File: src/rtl/mul_ctrl_pkg.sv
// mul_ctrl_pkg: op codes, start/stop levels, FSM states and op-class helpers for mul_ctrl
package mul_ctrl_pkg;
    localparam logic [2:0] OP_MULT  = 3'd0;
    localparam logic [2:0] OP_MULTU = 3'd1;
    localparam logic [2:0] OP_MUL   = 3'd2;
    localparam logic [2:0] OP_MADD  = 3'd3;
    localparam logic [2:0] OP_MADDU = 3'd4;
    localparam logic [2:0] OP_MSUB  = 3'd5;
    localparam logic [2:0] OP_MSUBU = 3'd6;

    localparam logic MUL_START = 1'b1;
    localparam logic MUL_STOP  = 1'b0;

    typedef enum logic [2:0] {S_IDLE, S_MUL, S_ACC, S_DONE, S_FLUSH} state_e;

    function automatic logic op_signed(input logic [2:0] op);
        return op inside {OP_MULT, OP_MUL, OP_MADD, OP_MSUB};
    endfunction

    function automatic logic op_acc(input logic [2:0] op);
        return op inside {OP_MADD, OP_MADDU, OP_MSUB, OP_MSUBU};
    endfunction

    function automatic logic op_sub(input logic [2:0] op);
        return op inside {OP_MSUB, OP_MSUBU};
    endfunction

    // Undefined codes fall outside every class, so they run as MULTU and never write.
    function automatic logic op_hilo(input logic [2:0] op);
        return op inside {OP_MULT, OP_MULTU} || op_acc(op);
    endfunction
endpackage

File: src/rtl/mul_ctrl.sv
// mul_ctrl: sequences EX multiply-class ops through the shared iterative multiplier
module mul_ctrl
    import mul_ctrl_pkg::*;
#(
    parameter int FLUSH_HOLD = 2
) (
    input  logic        clk,
    input  logic        rst,
    input  logic        req_valid_i,
    input  logic [2:0]  op_i,
    input  logic [31:0] rs_data_i,
    input  logic [31:0] rt_data_i,
    input  logic [63:0] hilo_i,
    input  logic        flush_i,
    output logic [31:0] mul_op1_o,
    output logic [31:0] mul_op2_o,
    output logic        mul_signed_o,
    output logic        mul_start_o,
    output logic        mul_annul_o,
    input  logic [63:0] mul_result_i,
    input  logic        mul_ready_i,
    output logic        stallreq_o,
    output logic        hilo_we_o,
    output logic [63:0] hilo_wdata_o,
    output logic        rd_we_o,
    output logic [31:0] rd_wdata_o,
    output logic        busy_o
);
    localparam int CW = (FLUSH_HOLD > 1) ? $clog2(FLUSH_HOLD) : 1;

    state_e        state_q, state_d;
    logic [2:0]    op_q, op_d;
    logic [31:0]   op1_q, op1_d, op2_q, op2_d;
    logic          sgn_q, sgn_d;
    logic [63:0]   hilo_q, hilo_d, prod_q, prod_d, acc_q, acc_d;
    logic [CW-1:0] cnt_q, cnt_d;
    logic          accept, kill, done;

    assign accept = state_q == S_IDLE && req_valid_i && !flush_i;
    assign kill   = flush_i && state_q inside {S_MUL, S_ACC, S_DONE};
    assign done   = state_q == S_DONE && !flush_i;

    always_comb begin
        state_d = state_q;
        op_d    = op_q;
        op1_d   = op1_q;
        op2_d   = op2_q;
        sgn_d   = sgn_q;
        hilo_d  = hilo_q;
        prod_d  = prod_q;
        acc_d   = acc_q;
        cnt_d   = cnt_q;
        case (state_q)
            S_IDLE: begin
                if (accept) begin
                    op_d    = op_i;
                    op1_d   = rs_data_i;
                    op2_d   = rt_data_i;
                    sgn_d   = op_signed(op_i);
                    hilo_d  = hilo_i;
                    state_d = S_MUL;
                end
            end
            S_MUL: begin
                if (mul_ready_i) begin
                    prod_d  = mul_result_i;
                    state_d = op_acc(op_q) ? S_ACC : S_DONE;
                end
            end
            S_ACC: begin
                acc_d   = op_sub(op_q) ? hilo_q - prod_q : hilo_q + prod_q;
                state_d = S_DONE;
            end
            S_DONE:  state_d = S_IDLE;
            S_FLUSH: begin
                cnt_d   = (cnt_q == '0) ? cnt_q : cnt_q - CW'(1);
                state_d = (cnt_q > CW'(1)) ? S_FLUSH : S_IDLE;
            end
            default: state_d = S_IDLE;
        endcase
        // A flush discards anything captured this cycle, including a coincident ready.
        if (kill) begin
            prod_d  = prod_q;
            acc_d   = acc_q;
            cnt_d   = CW'(FLUSH_HOLD - 1);
            state_d = S_FLUSH;
        end
    end

    always_ff @(posedge clk or posedge rst) begin
        if (rst) begin
            state_q <= S_IDLE;
            op_q    <= '0;
            op1_q   <= '0;
            op2_q   <= '0;
            sgn_q   <= 1'b0;
            hilo_q  <= '0;
            prod_q  <= '0;
            acc_q   <= '0;
            cnt_q   <= '0;
        end else begin
            state_q <= state_d;
            op_q    <= op_d;
            op1_q   <= op1_d;
            op2_q   <= op2_d;
            sgn_q   <= sgn_d;
            hilo_q  <= hilo_d;
            prod_q  <= prod_d;
            acc_q   <= acc_d;
            cnt_q   <= cnt_d;
        end
    end

    assign mul_op1_o    = op1_q;
    assign mul_op2_o    = op2_q;
    assign mul_signed_o = sgn_q;
    assign mul_start_o  = (state_q == S_MUL && !flush_i) ? MUL_START : MUL_STOP;
    assign mul_annul_o  = kill || state_q == S_FLUSH;
    assign stallreq_o   = !rst && (accept || (!flush_i && state_q inside {S_MUL, S_ACC}));
    assign hilo_we_o    = done && op_hilo(op_q);
    assign rd_we_o      = done && op_q == OP_MUL;
    assign hilo_wdata_o = op_acc(op_q) ? acc_q : prod_q;
    assign rd_wdata_o   = prod_q[31:0];
    assign busy_o       = state_q != S_IDLE;
endmodule

File: config.mk
export PLATFORM = sky130hd
export DESIGN_NAME = mul_ctrl
export DESIGN_NICKNAME = d
export VERILOG_FILES = /design/src/rtl/mul_ctrl_pkg.sv /design/src/rtl/mul_ctrl.sv
export SDC_FILE = /design/constraint.sdc
export NUM_CORES = 1
export LEC_CHECK = 0
export ABC_AREA = 1
export BUFFER_PORTS_ARGS = -buffer_cell sky130_fd_sc_hd__buf_2
export CAP_MARGIN = 5
export CORE_MARGIN = 5
export CORE_UTILIZATION = 45
export CTS_BUF_LIST = sky130_fd_sc_hd__clkbuf_8
export DETAILED_ROUTE_END_ITERATION = 8
export PLACE_DENSITY = 0.67
export RECOVER_POWER = 50
export SYNTH_ARGS = -nofsm -noshare
export SYNTH_HDL_FRONTEND = slang
export SYNTH_SLANG_ARGS = --single-unit
File: constraint.sdc
create_clock -name clk -period 10.79 [get_ports clk]
set_input_delay 2.158 -clock clk [delete_from_list [all_inputs] [get_ports clk]]
set_output_delay 2.158 -clock clk [all_outputs]
set_load 0.005 [all_outputs]
### Word-level counts from Yosys, hierarchy flattened

Index checks and enable logic that the tools add are counted.

* flip-flop bits (word level): 264
* output and inout port bits: 167
* word-level logic and storage cells: 70

* add/subtract/negate cells: 3
* order comparisons: 1
* equal/unequal tests: 15
* multiplexer cells: 12
* bitwise logic cells: 1
* reductions and logical operators: 29

Operators with widths (number)
* 64-bit 2-to-1 mux: 2
* 64-bit adder: 1
* 64-bit subtractor: 1
* 3-bit by 2-bit equality test with 1-bit output (second input constant): 6
* 3-bit equality test (second input constant): 5
* 3-bit 2-to-1 mux: 4
* 3-bit case mux with 4 select lines: 1
* 1-bit logical AND: 9
* 3-bit zero test: 3
* 2-bit nonzero test: 4
* 4-bit nonzero test: 2
* 3-bit by 1-bit equality test with 1-bit output (second input constant): 2
* 3-bit inequality test (second input constant): 2
* 2-bit AND reduction: 3
* 3-bit nonzero test: 2
* 1-bit 2-to-1 mux: 5
* 1-bit logical OR: 3
* 3-bit AND reduction: 1
* 1-bit zero test: 2
* 1-bit > comparator (second input constant): 1
* 1-bit inverter: 1
* 1-bit subtractor (second input constant): 1

### Longest topological paths before layout

Gate-level depths: netlist of the first run.

* word-level depth: 6
* depth in mapped cells: 25
* gate-level depth less buffers: 25

### Least setup slack after synthesis of the first run

OpenSTA, ideal clock, no wires.

* path kind: input to output
* start point: in flush_i
* end point: out stallreq_o
* arrival time: 2820 ps
* path slack: 5812 ps
* stages on the path: 4
* path through: nor2_2 > clkbuf_1 > nor2_1 > a21oi_1

* longest elaborated chain between the ends: 4
* elaborated cells on any way between the ends: 5
* those cells by class: reduce/logical: 5

RTL lines
* start, declared: RTL line mul_ctrl.sv:14 `input logic flush_i,`
* 1-bit zero test (*): RTL line mul_ctrl.sv:39, mul_ctrl.sv:119
* 1-bit logical AND, on equally long branches: RTL line mul_ctrl.sv:39, mul_ctrl.sv:119
* 1-bit logical OR (*): RTL line mul_ctrl.sv:119 `assign stallreq_o = !rst && (accept || (!flush_i && state_q inside {S_MUL, S_ACC}));`
* 1-bit logical AND (*): RTL line mul_ctrl.sv:119
* end, declared: RTL line mul_ctrl.sv:22 `output logic stallreq_o,`

Mark *: on every way between the ends. The rest lies on a longest branch, timed or not.

### Worst setup path in the final report of the first run

* start point: in flush_i
* end point: reg state_q[0]

* longest elaborated chain between the ends: 4
* elaborated cells on any way between the ends: 7
* those cells by class: eq/ne: 2; mux: 1; reduce/logical: 4

RTL lines
* 1-bit zero test: RTL line mul_ctrl.sv:39 `assign accept = state_q == S_IDLE && req_valid_i && !flush_i;`
* 1-bit logical AND: RTL line mul_ctrl.sv:39
* 3-bit inequality test (no source line)
* 2-bit AND reduction (no source line)
* end signal, assigned: RTL line mul_ctrl.sv:102 `state_q <= state_d;`
* end, declared: RTL line mul_ctrl.sv:31 `state_e state_q, state_d;`

Several ways; a longest one is shown, not always the timed one.
A chain may end at the register's enable or synchronous reset.

==> results of run 1 <==
-- sequential cells by signal, indices dropped and copies added (netlist names) --
name and flops:
mul_op2_o 32, mul_op1_o 32, acc_q 64, op_q 3, hilo_q 64, prod_q 64
mul_signed_o 1, state_q 3
-- through the flow --
stage	setup slack, ns	cell area, um^2	hold slack [ns]	total power [uW]
floorplan	1.39	18500	0.442	5780
global placement	5.17	20500	0.457	7860
detailed placement	5.17	20500	0.460	7910
CTS	4.57	21400	0.477	8910
global route	2.46	21300	0.501	9730
finish	3.08	21300	0.477	8940
-- worst max-delay path: cells and delay by family --
kind	cells	cell delay, ns
AO/OA/AOI/OAI	2	0.31
buffers and inverters	5	3.74
AND/OR/NAND/NOR	3	2.01
-- metal layers --
layer,routed length (um),GRT usage [%]
met1,31500,43.1
met2,31800,48.7
met3,6830,8.52
met4,2790,10.7
met5,13,0
-- kinds of logic after synthesis --
kind of cell	count (synthesis)	share of synthesized area, %
buffers and inverters	513	11.6
xor gates and xnor gates	91	4.30
adders and majority gates	65	4.43
AOI/OAI and AO/OA	288	8.16
muxes	2	0.121
DFF	263	35.5
and+or+nand+nor	1652	35.9
-- cell usage after synthesis, drive strengths merged, types with 2 or more instances --
cell type	n	area [um^2]
nand2	1194	4500
o21bai	4	30.0
clkbuf	26	97.6
o21a	2	15.0
nor3	26	170
nor2	298	1200
o31ai	3	36.3
inv	404	1520
mux2	2	22.5
o21ai	142	733
nor4	2	12.5
xor2	62	543
ha	64	801
xnor2	29	254
buf	83	534
a31oi	6	37.5
nand3b	14	118
nand3	85	445
nand4	29	181
or2	2	12.5
dfrtp	263	6580
a21oi	128	641
-- cell type report --
class	instances	area, um^2
diodes	6	15.0
clock buffers	56	771
clock inverters	28	174
fillers	4306	19500
inverters	404	1520
multi-input cells	2098	9810
flip-flops and latches	263	6580
well taps	532	666
repair buffers	374	1800
-- how the worst max path moves through the flow --
stage | start | to | slack (ns) | cells after the start
finish | flush_i | state_q[0]$_DFFE_PP0P_ | 3.08 | 10
global route | flush_i | state_q[0]$_DFFE_PP0P_ | 2.46 | 10
CTS | op_q[2]$_DFFE_PP0P_ | hilo_wdata_o[63] | 4.57 | 6
detailed placement | flush_i | stallreq_o | 5.17 | 5
global placement | flush_i | stallreq_o | 5.17 | 5
floorplan | rst | acc_q[0]$_DFFE_PP0P_ | 1.39 | 1
-- power by group through the flow --
stage	Sequential [uW]	Combinational (uW)	Clock, uW
final	1870	6110	960
after global routing	1910	6800	1020
after CTS	1850	6080	978
after detailed placement	1850	6060	0
after global placement	1860	6000	0
after floorplan	1700	4080	0
==> results.md, run 1 <==
- Outcome: finished, violations left
- Failing checks: max-capacitance violations, max-slew violations
- Commonest cells after routing, fill and taps aside: nand2_1, inv_1, buf_2
- Antenna-violating nets left: 0
- Worst-margin pin slew: 5.41 ns
- Largest net degree at the start of global routing: 129
- Syn. warnings: 0
- Net Sw Frac: 56.2%
- Min-delay worst type: flip-flop to flip-flop
- Cell internal pwr: 3910 uW
- Nets: 3,454
- Sequence of cells on the critical path: clkbuf_1 -> inv_1 -> nand3_1 -> clkinvlp_2 -> buf_4 -> o22ai_1 -> inv_1 -> nor2_1 -> nand2_1 -> o21ai_1
- Register area share after synthesis: 35.5%
- Hold Path Origin: mul_op1_o[23]$_DFFE_PP0P_
- Yosys reg bits: 263
- RSZ-0062 raised after global routing: no
- Syn Nets: 3,139
- Max incr delay on CP: 2.53 ns
- Minimum clock period: 7.71 ns
- CTS Buf Count: 48
- Clk sinks: 263
- Async set or reset register ratio after synthesis: 100%
- Initial antenna violation count: 9
- Mapped Area: 18,500 um^2
- WL/cell: 19.4 um
- Global placer's final weighted congestion: 1.06
- Post-synth EDFFs: 0
- PortBufs: 366
- Die ar.: 45,400 um^2
- Number of placed I/O pins: 367
- Post-CTS sizing: 0
- CTS tree: built
- DR vias/cell: 5.14
- Post-CTS Hold Fix Bufs: 0
- Final setup viols: 0
- Max Freq: 130 MHz
- Max-cap violations: 7
- Power Density: 419 nW/um^2
- Slew HR: -263%
- GRT Residual Overflow: 0
- Area Overhead vs Synth: 15.1%
- First-pass GRT wire length: 109,000 um
- Type of origin of the critical path: input pin
- 1st-iter DRT viols: 1,608
- Site row count: 74
- Comb power frac: 68.4%
- Sequential power share: 20.9%
- Detailed-route DRC error count: 0
- CTS clk-pin slew, worst paths: 0.07 ns
- Crit Path Class: input pin to flip-flop
- Clk pwr share: 10.7%
- R2R Path Start: state_q[0]$_DFFE_PP0P_
- Core area: 40,800 um^2
- H-tree depth: 2
- Vias: 19,300
- Most common cell after layout, fill and taps aside: nand2_1
- Setup_tns: 0 ns
- WHS Path Cells: 2
- Detailed placement HPWL: 59,000 um
- Reg2Reg Capture Point: state_q[0]$_DFFE_PP0P_
- Crit-path slowest cell: clkinvlp_2
- Worst skew pair latency: 0.64 ns
- Critical path endpoint category: flip-flop
- Slew Limit Fails: 498
- Most common cell on crit path: inv_1
- Final Cycle Share: 71.4%
- Net Switching: 5030 uW
- Final wirelength: 72,900 um
- Worst path required time: 11.34 ns
- Flop-to-flop setup slack: 4.34 ns
- Root buffer cell: clkbuf_8
- Layout cells sized above 1: 13.4%
- Final Skew: 0.0240 ns
- Final Hold Fails: 0
- Avg Inst Size Synth: 6.45 um^2
- Initial core utilization: 45.4%
- Number of distinct library cells after synthesis: 42
- Worst r2r path cells: 11
- Static leakage: 0.0121 uW
- VDD IR max: 0.235 mV
- Vias in the first global route: 18,800
- Crit path DAT: 8.26 ns
- Die X: 213 um
- Util after Layout: 52.3%
- Setup bufs post-CTS: 0
- Gr usage total: 31.5%
- Layout Cells excl Fill: 3,761
- Top FF cell, synth: dfrtp_1
- Post-Place Cells: 3,671
- Clock Tree Buf Depth: 3
- Post-Syn Instances: 2,874
- Worst hold path endpoint: mul_op1_o[23]$_DFFE_PP0P_
- Maximum net fanout on the critical path: 77
- Chip Height: 213 um
- DR pass1 iterations: 6
No activity file was read; power rests on OpenSTA's default activity.
==> run 2, diff against run 1 <==
ABC_AREA = 0   (was 1)
PLACE_DENSITY = 0.71   (was 0.67)
clock period = 6.95 ns   (was 10.79 ns; I/O delays follow)
==> results.md, run 2 <==
- First-pass GRT wire length: 74,200 um
- Flop-to-flop setup slack: 1.72 ns
- Final WS setup: 1.72 ns
- Critical path endpoint category: flip-flop
- Initial antenna violation count: 6
- Final Skew: 0.0560 ns
- Slew HR: -184%
- Crit Path Class: flip-flop to flip-flop
- CTS Buf Count: 47
- Worst path required time: 7.42 ns
- Post-synth EDFFs: 0
- Register area share after synthesis: 42.0%
- RSZ-0062 raised after global routing: no
- Layout cells sized above 1: 38.5%
- 1st-iter DRT viols: 665
- Outcome: finished, violations left
- Most common cell after layout, fill and taps aside: buf_2
- Final setup viols: 0
- PortBufs: 366
- WHS Path Cells: 2
- Registers with the most flip-flops: acc_q: 64 flops, hilo_q: 64 flops, prod_q: 64 flops
- Post-synthesis simple-gate area fraction: 9.65%
- Worst hold path endpoint: acc_q[25]$_DFFE_PP0P_
- Global placer's final weighted congestion: 0.911
- Async set or reset register ratio after synthesis: 100%
- GRT Residual Overflow: 0
- Final Cycle Share: 75.2%
- Static leakage: 0.00890 uW
- Vias in the first global route: 13,200
- Detailed-route DRC error count: 0
- Root buffer cell: clkbuf_8
- Failing checks: max-capacitance violations, max-slew violations
- Sequence of cells on the critical path: nor4_1 -> nand2b_1 -> nor4_4 -> nand4_2 -> o41ai_1 -> xor2_1 -> ha_1 -> and3_1 -> and2_1 -> nand2_1 -> or2_2 -> a31oi_1 -> o31ai_1 -> o41ai_2 -> a21boi_1 -> xor2_1 -> o21ai_1
- Comb power frac: 61.4%
- Number of distinct library cells after synthesis: 72
- Reg2Reg Capture Point: acc_q[59]$_DFFE_PP0P_
- Worst-margin pin slew: 4.26 ns
- Site row count: 68
- Placed Area: 17,700 um^2
- Multiplexer share of the synthesized area: 18.5%
- Post-CTS Hold Fix Bufs: 0
- Overall power: 11,200 uW
- Initial core utilization: 45.5%
- VDD IR max: 0.268 mV
- DR vias/cell: 5.50
- Crit path DAT: 5.70 ns
- DR pass1 iterations: 5
- Power Density: 601 nW/um^2
- Worst r2r path cells: 17
- Clock Tree Buf Depth: 3
- Area Overhead vs Synth: 18.7%
- Nets: 2,059
- Net Sw Frac: 45.3%
- Top cell type's share of synthesized area: 42.0%
- H-tree depth: 2
- Die ar.: 38,700 um^2
- Slew Limit Fails: 270
- Syn Nets: 1,736
- Setup_tns: 0 ns
- Net Switching: 5070 uW
- Clk pwr share: 13.6%
- Min-delay worst type: flip-flop to flip-flop
- Synth area leader: dfrtp_1
- Syn. warnings: 0
- Core area: 34,500 um^2
- CTS tree: built
- Vias: 12,600
- Number of placed I/O pins: 367
- Hold Path Origin: acc_q[25]$_DFFE_PP0P_
- Type of origin of the critical path: flip-flop
- Commonest cells after routing, fill and taps aside: buf_2, dfrtp_1, mux2_2
- CTS clk-pin slew, worst paths: 0.06 ns
- Minimum clock period: 5.23 ns
- Post-Place Cells: 2,200
- Sequential power share: 25.0%
- Avg Inst Size Synth: 10.7 um^2
- Top cells by count, synth: dfrtp_1, mux2_2, nand2_1
- Post-Synth XOR/XNOR Area: 6.93%
- Final Hold Fails: 0
- Setup bufs post-CTS: 0
- Setup slack at placement: 1.71 ns
- Adder-cell share of the synthesized area: 5.23%
- Layout Cells excl Fill: 2,286
- WL/cell: 20.6 um
- Max Freq: 191 MHz
- Max incr delay on CP: 0.75 ns
- Post-CTS sizing: 0
- Final wirelength: 47,000 um
- Largest net degree at the start of global routing: 170
- Post-synthesis compound-gate area fraction: 13.7%
- Finished Cell Area: 18,600 um^2
- Top FF cell, synth: dfrtp_1
- Die X: 197 um
- Post-Syn Instances: 1,471
- Clk sinks: 263
- Gr usage total: 24.1%
- Maximum net fanout on the critical path: 8
- Detailed placement HPWL: 35,800 um
- Most common cell on crit path: xor2_1
- Worst skew pair latency: 0.61 ns
- Cell internal pwr: 6120 uW
- Chip Height: 197 um
- R2R Path Start: prod_q[3]$_DFFE_PP0P_
- Yosys reg bits: 263
- Worst Setup SP: prod_q[3]$_DFFE_PP0P_
- Largest family of logic cells by synthesized area: multiplexers
- Antenna-violating nets left: 0
- Largest cells by area after synthesis: dfrtp_1, mux2_2, ha_1
- Max-cap violations: 3
- Crit-path slowest cell: o31ai_1
- Top-count cell post-synth: dfrtp_1
- Mapped Area: 15,700 um^2
==> run 2: cell types whose count changed after synthesis, sizes merged, moves of 45 or more <==
cell   delta
nor2    -244
inv     -378
nand2  -1076
a21oi    -55
a21o     +58
nand3    -68
buf      -45
mux2    +254
==> run 2: power groups by stage <==
stage	clock network, uW	logic [uW]	registers, uW
6_report	1520	6870	2800
5_1_grt	1640	7620	2890
2_1_floorplan	0	5080	2590
3_5_place_dp	0	6840	2810
3_3_place_gp	0	6830	2780
4_1_cts	1560	6890	2790
==> run 2: worst max path at each step <==
stage                     slack (ns)                     to
final                           1.72  acc_q[59]$_DFFE_PP0P_
after global routing            1.06  acc_q[34]$_DFFE_PP0P_
after CTS                       1.66  acc_q[59]$_DFFE_PP0P_
after detailed placement        1.71  acc_q[59]$_DFFE_PP0P_
after global placement          1.87  acc_q[61]$_DFFE_PP0P_
after floorplan                 2.09   acc_q[0]$_DFFE_PP0P_
==> run 2: area by class of cell <==
cell class	count	area [um^2]
clock buffer	63	867
sequential	263	6580
tap	455	569
fill	3140	15800
inverter	26	98.8
clock inverter	20	130
antenna	3	7.51
multi-input combinational	1081	8490
timing repair buffer	375	1870
==> run 2: critical path, delay by kind of cell, from the launching register on <==
kind,cells,cell delay [ns]
xor gates and xnor gates,2,0.36
DFF,1,0.46
AOI/OAI and AO/OA,6,1.72
adders and majority gates,1,0.33
and+or+nand+nor,8,2.23
==> run 2: logic make-up after synthesis <==
family / count (synthesis)
buffers and inverters: 127
XOR/XNOR: 124
AO/OA/AOI/OAI: 339
AND/OR/NAND/NOR: 295
flip-flops: 263
adder cells (fa/ha/maj): 65
multiplexers: 258
==> run 2: metal layers <==
metal,vias to the layer above,track usage (%),wire (um)
met5,-,0,35
met4,6,8.50,1420
met3,80,5.86,3320
met2,430,39.2,22100
met1,6111,31.5,20100
li1,5943,-,-
==> run 2: per-stage QoR <==
step	util (%)	hold WS, ns
floorplan	-	0.442
global placement	51.3	0.457
detailed placement	51.3	0.466
CTS	54.2	0.479
global route	54.0	0.504
finish	54.0	0.474
